File: src/rtl/eater_ctrl_pkg.sv
// Shared control-word bit map and opcode encoding for the microcoded CPU control path.
package eater_ctrl_pkg;

  localparam int CW_END      = 15;
  localparam int CW_PC_JMP   = 14;
  localparam int CW_PC_OUT   = 13;
  localparam int CW_PC_COUNT = 12;
  localparam int CW_OUT_EN   = 11;
  localparam int CW_B_WR     = 10;
  localparam int CW_ALU_SU   = 9;
  localparam int CW_ALU_EN   = 8;
  localparam int CW_A_EN     = 7;
  localparam int CW_A_WR     = 6;
  localparam int CW_IR_EN    = 5;
  localparam int CW_IR_WR    = 4;
  localparam int CW_RAM_EN   = 3;
  localparam int CW_RAM_WR   = 2;
  localparam int CW_MAR_WR   = 1;
  localparam int CW_HLT      = 0;

  typedef enum logic [3:0] {
    OP_NOP  = 4'h0,
    OP_LDA  = 4'h1,
    OP_ADD  = 4'h2,
    OP_SUB  = 4'h3,
    OP_STA  = 4'h4,
    OP_LDI  = 4'h5,
    OP_JMP  = 4'h6,
    OP_JC   = 4'h7,
    OP_JZ   = 4'h8,
    OP_ADDI = 4'h9,
    OP_SUBI = 4'hA,
    OP_CMP  = 4'hB,
    OP_CMPI = 4'hC,
    OP_JNZ  = 4'hD,
    OP_OUT  = 4'hE,
    OP_HLT  = 4'hF
  } opcode_t;

endpackage

File: src/rtl/flags_reg.sv
// Two-bit carry/zero flags register, loaded only on qualified ALU steps.
module flags_reg
  import eater_ctrl_pkg::*;
(
  input  logic       clk,
  input  logic       rst_n,
  input  logic       i_en,
  input  logic [1:0] i_d,
  output logic [1:0] o_q
);

  logic [1:0] r_q;

  // Load on enable, otherwise hold
  always_ff @(posedge clk) begin
    if (!rst_n) begin
      r_q <= 2'b00;
    end else if (i_en) begin
      r_q <= i_d;
    end else begin
      r_q <= r_q;
    end
  end

  assign o_q = r_q;

endmodule

File: src/rtl/step_sequencer.sv
// T-state sequencer: steps the microcode ROM index, owns run/halt/single-step
// control and the carry/zero flags, and counts retired instructions.
module step_sequencer
  import eater_ctrl_pkg::*;
#(
  parameter int MAX_STEP = 4,
  parameter int STEP_W   = 3,
  parameter int COUNT_W  = 16
) (
  input  logic               clk,
  input  logic               rst_n,
  input  logic [15:0]        control_word,
  input  logic               alu_carry,
  input  logic               alu_zero,
  input  logic               run,
  input  logic               step_req,
  output logic [STEP_W-1:0]  state,
  output logic               carry_flag,
  output logic               zero_flag,
  output logic               exec_en,
  output logic               halted,
  output logic               instr_done,
  output logic [COUNT_W-1:0] instr_count
);

  logic [STEP_W-1:0]  r_state;
  logic               r_halted;
  logic               r_instr_done;
  logic [COUNT_W-1:0] r_instr_count;
  logic               w_exec_en;
  logic               w_cw_end;
  logic               w_cw_hlt;
  logic               w_flags_en;
  logic [1:0]         w_flags_q;
  logic               w_unused_cw;

  assign w_exec_en  = ~r_halted & (run | step_req);
  assign w_cw_end   = control_word[CW_END];
  assign w_cw_hlt   = control_word[CW_HLT];
  assign w_flags_en = w_exec_en & control_word[CW_ALU_EN];
  // Remaining control-word bits drive the datapath, not this block
  assign w_unused_cw = ^{control_word[14:9], control_word[7:1]};

  // Step counter, halt latch and retire bookkeeping
  always_ff @(posedge clk) begin
    if (!rst_n) begin
      r_state       <= {STEP_W{1'b0}};
      r_halted      <= 1'b0;
      r_instr_done  <= 1'b0;
      r_instr_count <= {COUNT_W{1'b0}};
    end else if (w_exec_en) begin
      if (w_cw_hlt) begin
        r_halted     <= 1'b1;
        r_instr_done <= 1'b0;
      end else if (w_cw_end || (r_state == STEP_W'(MAX_STEP))) begin
        r_state       <= {STEP_W{1'b0}};
        r_instr_done  <= 1'b1;
        r_instr_count <= r_instr_count + COUNT_W'(1);
      end else begin
        r_state      <= r_state + STEP_W'(1);
        r_instr_done <= 1'b0;
      end
    end else begin
      r_instr_done <= 1'b0;
    end
  end

  flags_reg u_flags (
    .clk   (clk),
    .rst_n (rst_n),
    .i_en  (w_flags_en),
    .i_d   ({alu_carry, alu_zero}),
    .o_q   (w_flags_q)
  );

  assign state       = r_state;
  assign carry_flag  = w_flags_q[1];
  assign zero_flag   = w_flags_q[0];
  assign exec_en     = w_exec_en;
  assign halted      = r_halted;
  assign instr_done  = r_instr_done;
  assign instr_count = r_instr_count;

endmodule

File: config.mk
export PLATFORM = sky130hd
export DESIGN_NAME = step_sequencer
export DESIGN_NICKNAME = d
export VERILOG_FILES = /design/src/rtl/eater_ctrl_pkg.sv /design/src/rtl/flags_reg.sv /design/src/rtl/step_sequencer.sv
export SDC_FILE = /design/constraint.sdc
export NUM_CORES = 1
export LEC_CHECK = 0
export ABC_CLOCK_PERIOD_IN_PS = 4600
export BUFFER_PORTS_ARGS = -buffer_cell sky130_fd_sc_hd__buf_2
export CORE_MARGIN = 1.5
export CORE_UTILIZATION = 38
export DETAILED_ROUTE_END_ITERATION = 12
export PLACE_DENSITY = 0.67
export SYNTH_ARGS = -nofsm -noshare
export SYNTH_HDL_FRONTEND = slang
export SYNTH_SLANG_ARGS = --single-unit
export TNS_END_PERCENT = 30
File: constraint.sdc
create_clock -name clk -period 4.6 [get_ports clk]
set_input_delay 0.92 -clock clk [delete_from_list [all_inputs] [get_ports clk]]
set_output_delay 0.92 -clock clk [all_outputs]
set_load 0.02 [all_outputs]
==> flow_summary_export.csv <==
group,metric,value,unit
placement,dp_hpwl,1.64,mm
routing,drt_iter0_markers,29,
routing,drtAntennaViolNets,0,
critical_path,crit_path_end_kind,"output pin",
cells_and_area,final_layout_size_suffix_gt1_frac,0.250,
yosys,synthAdderAreaFrac,0.0353,
floorplan,die-area,3130,µm²
yosys,synth.ff_latch_count,23,
timing,rsz0062_at_grt,"false",
routing,drc_errors,0,
timing,period_share,0.525,
floorplan,rows,19,
critical_path,cpMostUsedCell,"buf_2",
worst_hold_path,min_from,"halted",
timing,fin_crit,2.42,ns
placement,portBuffers,32,
cells_and_area,num_antenna_cells,0,
yosys,yosys.area_share.simple,0.238,
worst_hold_path,whs_path_depth,2,
status,status,"finished, final reports clean",
yosys,yosys.area_share.xor_xnor,0.0165,
yosys,synth_top_family_by_area,"simple AND/OR/NAND/NOR gates",
critical_path,r2r-end,"instr_count[12]",
routing,vias_per_cell,5.57,
critical_path,arrival,1.50,ns
grt,grt_pass1_vias,898,
power,p_total,331,µW
grt,overflow,0,
critical_path,r2r_cells,6,
routing,vias,1042,
grt,grt_use_total,0.155,
floorplan,die_x,55.9,µm
yosys,syn_area,1060,µm²
power,ir_drop,139,µV
timing,slew_headroom,0.536,
clock_network,cts_buffers,3,
cells_and_area,area_growth,19.2,%
clock_network,post_cts_buffers,0,
yosys,yosysSeqAreaShare,0.433,
critical_path,critPathLaunchType,"input port",
yosys,muxShareOfSynthArea,0.0188,
yosys,synth_nets,150,
worst_hold_path,holdPathEnd,"halted",
timing,hold_violations,0,
placement,gp_congestion,0.672,
worst_hold_path,hold_class,"reg2reg",
cells_and_area,final_area,1270,µm²
power,p_leak,0.000526,µW
clock_network,htreeDepth,1,
critical_path,critPathMaxStageDelay,0.18,ns
routing,dr.pass1.iters,4,
grt,grt_max_degree,23,
floorplan,fp.dieH,55.9,µm
clock_network,cts-root-buf,"clkbuf_4",
clock_network,post_cts_resized,0,
clock_network,clk_pin_slew,0.13,ns
floorplan,core_area,2710,µm²
clock_network,insertion_delay,0.31,ns
critical_path,cp.required,3.68,ns
critical_path,cp_max_fo,6,
yosys,synth-compound-area-share,0.206,
yosys,synthCells,125,
cells_and_area,post-route-util,0.468,
critical_path,r2r-start,"state[0]",
critical_path,path_cells,"buf_2, o21bai_4, inv_1, buf_2",
critical_path,slowest_stage,"buf_2",
cells_and_area,nets,182,
clock_network,clock_path_buffers,2,
placement,placed_cell_area,1240,µm²
routing,routedWlPerCell,12.4,µm
yosys,syn_area_per_cell,8.51,µm²
timing,tns,0,ns
timing,finClkSkew,0.00631,ns
routing,wl,2.31,mm
grt,antenna_found_initial,0,
timing,slew_violations,0,
timing,worstMarginPinSlew,0.696,ns
critical_path,worstSetupPathType,"in2out",
timing,finalSetupViolCount,0,
clock_network,cts_tree,"built",
cells_and_area,multi_input_area,547,µm²
critical_path,rrSetupSlack,2.55,ns
yosys,ys_types,29,
yosys,yosysWarningCount,0,
job,drv_cap,0,
clock_network,postCtsHoldBufs,0,
grt,grt_pass1_wl,3.90,mm
power,cellPowerDensity,261,nW/µm²
floorplan,ios,46,
cells_and_area,fillers,273,
cells_and_area,final-seq-area,460,µm²
clock_network,clock-sinks,23,
floorplan,initial_core_util,0.392,
timing,fmax,414,MHz
cell type report:
| type | count | area share |
|---|---|---|
| timing repair buffer | 32 | 0.126 |
| clock inverter | 1 | 0.00395 |
| inverter | 9 | 0.0267 |
| multi-input combinational | 88 | 0.431 |
| clock buffer | 3 | 0.0178 |
| sequential | 23 | 0.363 |
| tap | 31 | 0.0306 |
registers in the layout, summed over array words and instances (netlist names):
register and count:
instr_count 16, instr_done 1, halted 1, state 3, u_flags.o_q 2
critical path: cells and delay by family:
kind | cells | cell delay [ns]
buffers and inverters | 3 | 0.42
AO/OA/AOI/OAI | 1 | 0.16
cell usage after synthesis:
library cell / n / share of area
nand2b_1: 1 / 0.0059
nor3_1: 3 / 0.014
clkbuf_1: 4 / 0.014
xnor2_1: 1 / 0.0082
or3_1: 6 / 0.035
a21o_1: 1 / 0.0071
ha_1: 3 / 0.035
o31ai_1: 5 / 0.035
nand3_1: 5 / 0.024
or3_2: 1 / 0.0071
and3_1: 1 / 0.0059
or4_4: 1 / 0.011
xor2_1: 1 / 0.0082
inv_1: 9 / 0.032
buf_4: 1 / 0.0071
a21oi_1: 17 / 0.080
nand3b_1: 1 / 0.0071
nand2_1: 9 / 0.032
nand4_1: 4 / 0.024
o21ai_0: 9 / 0.042
o21bai_4: 1 / 0.018
o311ai_0: 1 / 0.0082
a22oi_1: 1 / 0.0071
and4_1: 2 / 0.016
or4_1: 5 / 0.035
dfxtp_1: 23 / 0.43
mux2i_1: 2 / 0.019
o41ai_1: 1 / 0.0082
nor2_1: 6 / 0.021
cell usage in the layout (no fill, tap or decap), drive strengths merged:
| master | instances |
|---|---|
| xor2 | 1 |
| mux2i | 2 |
| or3 | 7 |
| a22oi | 1 |
| o311ai | 1 |
| nand4 | 4 |
| ha | 3 |
| xnor2 | 1 |
| buf | 32 |
| clkinv | 1 |
| clkbuf | 3 |
| o21bai | 1 |
| a21o | 1 |
| and4 | 2 |
| or4 | 6 |
| a21oi | 17 |
| o41ai | 1 |
| nor3 | 3 |
| nand2b | 1 |
| nand3 | 5 |
| o21ai | 9 |
| nor2 | 6 |
| inv | 9 |
| nand3b | 1 |
| o31ai | 5 |
| dfxtp | 23 |
| nand2 | 9 |
| and3 | 1 |
stage by stage:
stage	setup WS, ns	instances	hold slack, ns
detailed placement	2.04	183	0.457
global route	2.13	187	0.507
CTS	2.18	187	0.477
floorplan	2.39	125	0.533
global placement	2.09	183	0.442
finish	2.18	187	0.469
where the power goes:
| group | switching, µW | internal, µW | leakage [µW] |
|---|---|---|---|
| logic | 20.3 | 11.8 | 0.000322 |
| registers | 2.34 | 203 | 0.000186 |
| clock network | 61.4 | 32.4 | 0.0000177 |
metal layers:
layer	up-vias	share of wire	wire length, µm	track usage
met5	-	0	0	0
met4	0	0.0078	18	0.0748
met3	2	0.042	97	0.0256
met2	17	0.48	1100	0.257
met1	502	0.47	1100	0.196
li1	521	-	-	-
logic make-up (layout without fill, tap and decap cells):
logic type	count (synthesis)	in the layout
simple gates	45	45
flops	23	23
xor+xnor	2	2
buf+inv	14	45
fa+ha+maj	3	3
mux	2	2
compound gates	36	36
worst max-delay path by stage:
stage / startpoint / to / slack (ns)
final: step_req / exec_en / 2.18
after global routing: step_req / exec_en / 2.13
after floorplan: step_req / instr_count[15] / 2.39
after detailed placement: step_req / instr_count[10] / 2.04
after global placement: step_req / instr_count[10] / 2.09
after CTS: step_req / exec_en / 2.18
Note: power is estimated with default switching activity, not from simulation.
